--- src/rtl/seg_scan_if.sv ---
// Handshake bundle between the display-data source and the 7-segment scan controller.
// The data source uses the master modport; the scan controller uses the slave modport.
interface seg_scan_if #(
    parameter int NUM_DIGITS = 4
);
    logic                    en;
    logic [4*NUM_DIGITS-1:0] digits;
    logic [NUM_DIGITS-1:0]   dp;
    logic [NUM_DIGITS-1:0]   blank;
    logic [NUM_DIGITS-1:0]   pos_out;
    logic [6:0]              seg_out;
    logic                    dp_out;
    logic                    frame_done;

    modport master (
        output en, digits, dp, blank,
        input  pos_out, seg_out, dp_out, frame_done
    );

    modport slave (
        input  en, digits, dp, blank,
        output pos_out, seg_out, dp_out, frame_done
    );
endinterface

--- src/rtl/seg_scan_ctrl.sv ---
// Time-multiplexed 7-segment scan controller with refresh prescaler, dead time and frame snapshot.
// Optional feature: define SEG_LEADING_ZERO_BLANK_EN to suppress leading zero digits at each snapshot.
module seg_scan_ctrl #(
    parameter int NUM_DIGITS     = 4,
    parameter int DIV            = 50000,
    parameter int GAP_CYCLES     = 16,
    parameter int ACTIVE_LOW_SEG = 0,
    parameter int ACTIVE_LOW_POS = 0
) (
    input logic       clk,
    input logic       rst_n,
    seg_scan_if.slave bus
);
    localparam int CNT_W = $clog2(DIV);
    localparam int IDX_W = (NUM_DIGITS > 1) ? $clog2(NUM_DIGITS) : 1;

    localparam logic [CNT_W-1:0]      CNT_LAST  = CNT_W'(DIV - 1);
    localparam logic [CNT_W-1:0]      SHOW_LAST = CNT_W'(DIV - GAP_CYCLES - 1);
    localparam logic [IDX_W-1:0]      IDX_LAST  = IDX_W'(NUM_DIGITS - 1);
    localparam logic [NUM_DIGITS-1:0] POS_OFF   = {NUM_DIGITS{ACTIVE_LOW_POS != 0}};
    localparam logic [6:0]            SEG_OFF   = {7{ACTIVE_LOW_SEG != 0}};
    localparam logic                  DP_OFF    = (ACTIVE_LOW_SEG != 0);

    typedef enum logic [1:0] {
        IDLE,
        SHOW,
        GAP
    } state_t;

    state_t                  state_reg;
    logic [CNT_W-1:0]        cnt_reg;
    logic [IDX_W-1:0]        idx_reg;
    logic [4*NUM_DIGITS-1:0] snap_digits_reg;
    logic [NUM_DIGITS-1:0]   snap_dp_reg;
    logic [NUM_DIGITS-1:0]   snap_blank_reg;
    logic [NUM_DIGITS-1:0]   pos_reg;
    logic [6:0]              seg_reg;
    logic                    dp_reg;
    logic                    frame_done_reg;

    logic [3:0]              snap_nib [NUM_DIGITS];
    logic [NUM_DIGITS-1:0]   slot_onehot;
    logic [NUM_DIGITS-1:0]   lz_mask;
    logic [NUM_DIGITS-1:0]   snap_blank_next;
    logic                    slot_dark;
    logic                    slot_dp;

    genvar gi;
    generate
        for (gi = 0; gi < NUM_DIGITS; gi++) begin : g_digit
            assign snap_nib[gi]    = snap_digits_reg[4*gi +: 4];
            assign slot_onehot[gi] = (idx_reg == IDX_W'(gi));
`ifdef SEG_LEADING_ZERO_BLANK_EN
            // A digit is a leading zero when it and every digit above it are zero.
            if (gi == 0) begin : g_keep
                assign lz_mask[gi] = 1'b0;
            end else begin : g_lz
                assign lz_mask[gi] = (bus.digits[4*NUM_DIGITS-1:4*gi] == '0);
            end
`else
            assign lz_mask[gi] = 1'b0;
`endif
        end
    endgenerate

    // A lit decimal point keeps a suppressed leading zero visible.
    assign snap_blank_next = bus.blank | (lz_mask & ~bus.dp);

    assign slot_dark = |(slot_onehot & snap_blank_reg);
    assign slot_dp   = |(slot_onehot & snap_dp_reg);

    function automatic logic [6:0] hex_decode(input logic [3:0] nib);
        logic [6:0] seg;
        case (nib)
            4'h0:    seg = 7'h3F;
            4'h1:    seg = 7'h06;
            4'h2:    seg = 7'h5B;
            4'h3:    seg = 7'h4F;
            4'h4:    seg = 7'h66;
            4'h5:    seg = 7'h6D;
            4'h6:    seg = 7'h7D;
            4'h7:    seg = 7'h07;
            4'h8:    seg = 7'h7F;
            4'h9:    seg = 7'h6F;
            4'hA:    seg = 7'h77;
            4'hB:    seg = 7'h7C;
            4'hC:    seg = 7'h39;
            4'hD:    seg = 7'h5E;
            4'hE:    seg = 7'h79;
            default: seg = 7'h71;
        endcase
        return seg;
    endfunction

    always_ff @(posedge clk or negedge rst_n) begin
        if (!rst_n) begin
            state_reg       <= IDLE;
            cnt_reg         <= '0;
            idx_reg         <= '0;
            snap_digits_reg <= '0;
            snap_dp_reg     <= '0;
            snap_blank_reg  <= '0;
            pos_reg         <= POS_OFF;
            seg_reg         <= SEG_OFF;
            dp_reg          <= DP_OFF;
            frame_done_reg  <= 1'b0;
        end else begin
            frame_done_reg <= 1'b0;

            // Outputs track the state one cycle late, so segments change only with positions dark.
            if (state_reg == SHOW && !slot_dark) begin
                pos_reg <= POS_OFF ^ slot_onehot;
                seg_reg <= SEG_OFF ^ hex_decode(snap_nib[idx_reg]);
                dp_reg  <= DP_OFF ^ slot_dp;
            end else begin
                pos_reg <= POS_OFF;
                seg_reg <= SEG_OFF;
                dp_reg  <= DP_OFF;
            end

            case (state_reg)
                IDLE: begin
                    if (bus.en) begin
                        state_reg       <= SHOW;
                        cnt_reg         <= '0;
                        idx_reg         <= '0;
                        snap_digits_reg <= bus.digits;
                        snap_dp_reg     <= bus.dp;
                        snap_blank_reg  <= snap_blank_next;
                    end
                end
                SHOW, GAP: begin
                    if (!bus.en) begin
                        state_reg <= IDLE;
                        cnt_reg   <= '0;
                        idx_reg   <= '0;
                    end else if (cnt_reg == CNT_LAST) begin
                        state_reg <= SHOW;
                        cnt_reg   <= '0;
                        if (idx_reg == IDX_LAST) begin
                            idx_reg         <= '0;
                            frame_done_reg  <= 1'b1;
                            snap_digits_reg <= bus.digits;
                            snap_dp_reg     <= bus.dp;
                            snap_blank_reg  <= snap_blank_next;
                        end else begin
                            idx_reg <= idx_reg + 1'b1;
                        end
                    end else begin
                        cnt_reg <= cnt_reg + 1'b1;
                        // With no dead time SHOW_LAST equals CNT_LAST and is handled above.
                        if (cnt_reg == SHOW_LAST) begin
                            state_reg <= GAP;
                        end
                    end
                end
                default: begin
                    state_reg <= IDLE;
                    cnt_reg   <= '0;
                    idx_reg   <= '0;
                end
            endcase
        end
    end

    assign bus.pos_out    = pos_reg;
    assign bus.seg_out    = seg_reg;
    assign bus.dp_out     = dp_reg;
    assign bus.frame_done = frame_done_reg;
endmodule

--- src/flat_wrapper.sv ---
// flat-port wrapper written by rule: the top's interface ports become plain ports
module seg_scan_ctrl_flat 
#(
    parameter int NUM_DIGITS     = 4,
    parameter int DIV            = 50000,
    parameter int GAP_CYCLES     = 16,
    parameter int ACTIVE_LOW_SEG = 0,
    parameter int ACTIVE_LOW_POS = 0
)
  (clk, rst_n, bus_en, bus_digits, bus_dp, bus_blank, bus_pos_out, bus_seg_out, bus_dp_out, bus_frame_done);
  seg_scan_if #(.NUM_DIGITS(NUM_DIGITS)) bus_i ();
  input logic clk;
  input logic rst_n;
  input wire logic [$bits(bus_i.en)-1:0] bus_en;
  input wire logic [$bits(bus_i.digits)-1:0] bus_digits;
  input wire logic [$bits(bus_i.dp)-1:0] bus_dp;
  input wire logic [$bits(bus_i.blank)-1:0] bus_blank;
  output wire logic [$bits(bus_i.pos_out)-1:0] bus_pos_out;
  output wire logic [$bits(bus_i.seg_out)-1:0] bus_seg_out;
  output wire logic [$bits(bus_i.dp_out)-1:0] bus_dp_out;
  output wire logic [$bits(bus_i.frame_done)-1:0] bus_frame_done;
  assign bus_i.en = bus_en;
  assign bus_i.digits = bus_digits;
  assign bus_i.dp = bus_dp;
  assign bus_i.blank = bus_blank;
  assign bus_pos_out = bus_i.pos_out;
  assign bus_seg_out = bus_i.seg_out;
  assign bus_dp_out = bus_i.dp_out;
  assign bus_frame_done = bus_i.frame_done;
  seg_scan_ctrl #(.NUM_DIGITS(NUM_DIGITS), .DIV(DIV), .GAP_CYCLES(GAP_CYCLES), .ACTIVE_LOW_SEG(ACTIVE_LOW_SEG), .ACTIVE_LOW_POS(ACTIVE_LOW_POS)) u_core (.clk(clk), .rst_n(rst_n), .bus(bus_i));
endmodule
--- config.mk ---
export PLATFORM = sky130hd
export DESIGN_NAME = seg_scan_ctrl_flat
export DESIGN_NICKNAME = d
export VERILOG_FILES = /design/src/rtl/seg_scan_if.sv /design/src/rtl/seg_scan_ctrl.sv /design/src/flat_wrapper.sv
export SDC_FILE = /design/constraint.sdc
export NUM_CORES = 1
export LEC_CHECK = 0
export ABC_AREA = 1
export CAP_MARGIN = 20
export CORE_MARGIN = 4
export CORE_UTILIZATION = 55
export CTS_CLUSTER_DIAMETER = 40
export CTS_CLUSTER_SIZE = 30
export DETAILED_ROUTE_END_ITERATION = 10
export GPL_TIMING_DRIVEN = 0
export HOLD_SLACK_MARGIN = 0.15
export MAX_ROUTING_LAYER = met4
export PLACE_DENSITY = 0.8
export SLEW_MARGIN = 10
export SYNTH_ARGS = -nofsm -noshare
export SYNTH_HDL_FRONTEND = slang
export SYNTH_SLANG_ARGS = --single-unit
--- constraint.sdc ---
create_clock -name clk -period 3.6 [get_ports clk]
set_input_delay 0.72 -clock clk [delete_from_list [all_inputs] [get_ports clk]]
set_output_delay 0.72 -clock clk [all_outputs]
set_load 0.01 [all_outputs]
==> impl_metrics.env <==
export IMPL_ys_async_sr_fraction=1.00
export IMPL_grt_pass1_vias=2634
export IMPL_critPathTopFamily="buffers and inverters"
export IMPL_syn_area_sq_mm=0.00306
export IMPL_share_seq_of_total_power=0.340
export IMPL_die_x_um=82.6
export IMPL_postSynthAreaPerCell_sq_um=7.85
export IMPL_critPathRequiredTime_ns=3.88
export IMPL_startpoint="bus_en"
export IMPL_cap_violations=0
export IMPL_worst_hold_slack_ns=0.392
export IMPL_grt_overflow=0
export IMPL_critPathLaunchType="input pin"
export IMPL_reg2reg_depth=7
export IMPL_post_cts_buffers=0
export IMPL_first_pass_iters=5
export IMPL_tns_ns=0
export IMPL_port_buffers=39
export IMPL_synth_flop_cell="dfrtp_1"
export IMPL_wl_per_cell_um=13.7
export IMPL_reg2reg_slack_ns=1.66
export IMPL_synthMuxAreaShare=0
export IMPL_clkPwrFrac=0.232
export IMPL_status="complete, no violations"
export IMPL_timing_final_crit_share=0.565
export IMPL_setup_violations_final=0
export IMPL_ctsHtreeMaxLevel=3
export IMPL_synth_simple_area_share=0.346
export IMPL_area_growth_pct=23.0
export IMPL_synth_compound_area_share=0.0498
export IMPL_worst_skew_pair_late_latency_ns=0.35
export IMPL_yosys_area_top_type="dfrtp_1"
export IMPL_cts_root_buf="clkbuf_8"
export IMPL_track_usage=0.241
export IMPL_synthTopCellsByCount="nand2_1 (126), dfrtp_1 (57), nand3_1 (45)"
export IMPL_slowest_delay_ns=0.55
export IMPL_fmax_ghz=0.491
export IMPL_cts_hold_buffers=0
export IMPL_drc=0
export IMPL_synth_top_area_frac=0.466
export IMPL_synth_xor_area_frac=0.0114
export IMPL_p_sw_mw=1.12
export IMPL_cts_num_sinks=57
export IMPL_gp_congestion=0.851
export IMPL_synth_most_common_cell="nand2_1"
export IMPL_cp_arrival_ns=2.32
export IMPL_grt_max_degree=32
export IMPL_p_comb_frac=0.428
export IMPL_power_density_mw_per_mm2=748
export IMPL_cp_end_kind="flip-flop"
export IMPL_cts_tree="built"
export IMPL_yosys_area_share_adder=0.0572
export IMPL_die_y_um=82.6
export IMPL_ys_ff_latch=57
export IMPL_antenna_left=0
export IMPL_syn_nets=431
export IMPL_hold_viol=0
export IMPL_synth_seq_area_share=0.466
export IMPL_worstPathMaxFanout=10
export IMPL_final_nets=482
export IMPL_diodes=0
export IMPL_row_count=26
export IMPL_synth_top_family_by_area="simple AND/OR/NAND/NOR gates"
export IMPL_intPower_mw=1.69
export IMPL_synth_edf_count=0
export IMPL_syn_inst=390
export IMPL_vdd_drop_max_v=0.000436
export IMPL_path_class="in2reg"
export IMPL_drive_gt1_frac=0.101
export IMPL_tightestPinTransition_ns=0.641
export IMPL_critPathMostFrequentCell="nand2_1"
export IMPL_synth_area_leaders="dfrtp_1 (47%), nand2_1 (15%), nand3_1 (7.4%), ha_1 (5.7%), nor2_1 (5.3%)"
export IMPL_total_power_mw=2.82
export IMPL_reg2reg_to="u_core.bus.dp_out"
export IMPL_nFillCells=397
export IMPL_yosysWarnings=0
export IMPL_p_leak_nw=1.86
export IMPL_cts_resized_gates=0
export IMPL_r2r_start="u_core.idx_reg[0]"
export IMPL_hp_class="in2async"
export IMPL_skew_ns=0.00755
export IMPL_yosysUniqueCellTypes=28
export IMPL_fp_dieArea_sq_mm=0.00683
export IMPL_cts_buffer_depth=2
export IMPL_swShare=0.398
export IMPL_slew_violations=0
export IMPL_cp_depth=7
export IMPL_antenna_found_initial=0
export IMPL_start_util=0.585
export IMPL_relSlewSlack=0.573
export IMPL_cp_slowest_cell="clkdlybuf4s50_1"
export IMPL_drt_total_wl_um=7080
export IMPL_fin_crit_ns=2.03
export IMPL_grt_first_pass_wirelength_um=11900
export IMPL_drt_iter0_drc=188
export IMPL_core_area_sq_mm=0.00524
export IMPL_cts_buffers=9
export IMPL_dpl_hpwl_um=5150
export IMPL_num_vias=2769
export IMPL_path_clk_slew_ns=0.07
export IMPL_rsz0062_at_grt="no"
export IMPL_vias_per_cell=5.37
export IMPL_crit_buf_inv=4
export IMPL_ios=40
export IMPL_crit_chain="clkdlybuf4s50_1 > inv_1 > nand2_1 > buf_2 > clkbuf_1 > nand3_1 > nand2_1"
logic make-up after synthesis:
kind of cell / Yosys count
simple gates: 242
flops: 57
buf+inv: 46
compound gates: 27
fa+ha+maj: 14
xor+xnor: 4
metal layers:
layer,global-route usage,up-vias,routed length [um]
met1,0.307,1296,3060
met5,-,-,0
met2,0.367,114,3340
met4,0.0980,0,134
met3,0.0607,15,551
li1,-,1344,-
worst max-delay path by stage:
stage,endpoint
floorplan,u_core.bus.seg_out[3]
global placement,u_core.snap_digits_reg[6]
detailed placement,u_core.snap_dp_reg[3]
CTS,u_core.snap_dp_reg[1]
global route,u_core.snap_blank_reg[2]
finish,u_core.snap_dp_reg[3]
cells in the final DEF (no fill, tap or decap), types with 7 or more instances in the layout:
| master | n |
|---|---|
| a21oi_1 | 13 |
| clkbuf_8 | 9 |
| clkdlybuf4s50_1 | 38 |
| dfrtp_1 | 57 |
| ha_1 | 14 |
| inv_1 | 31 |
| nand2_1 | 126 |
| nand3_1 | 45 |
| nand4_1 | 7 |
| nor2_1 | 43 |
| o21ai_0 | 7 |
per-stage QoR:
stage | utilization | setup slack, ns | std cells | instance area (sq um)
after floorplan | - | 1.98 | 390 | 3060
final | 0.719 | 1.57 | 516 | 3770
after global routing | 0.719 | 1.43 | 516 | 3770
after detailed placement | 0.679 | 1.23 | 500 | 3560
after global placement | 0.676 | 0.0948 | 499 | 3540
after CTS | 0.719 | 1.57 | 516 | 3770
layout make-up:
class | instances | area, sq um | area share
well taps | 70 | 87.6 | 0.0233
clock buffers | 10 | 128 | 0.0339
plain buffers | 9 | 76.3 | 0.0203
multi-input cells | 287 | 1420 | 0.377
clock inverters | 6 | 82.6 | 0.0219
repair buffers | 40 | 405 | 0.108
flip-flops and latches | 57 | 1430 | 0.379
inverters | 37 | 139 | 0.0369
power groups by stage:
stage / Sequential (mW) / Combinational, mW / Clock, mW
2_1_floorplan: 0.953 / 0.834 / 0
3_3_place_gp: 0.954 / 1.15 / 0
3_5_place_dp: 0.962 / 1.20 / 0
4_1_cts: 0.953 / 1.20 / 0.663
5_1_grt: 0.975 / 1.37 / 0.689
6_report: 0.958 / 1.20 / 0.654
Note: power is estimated with default switching activity, not from simulation.
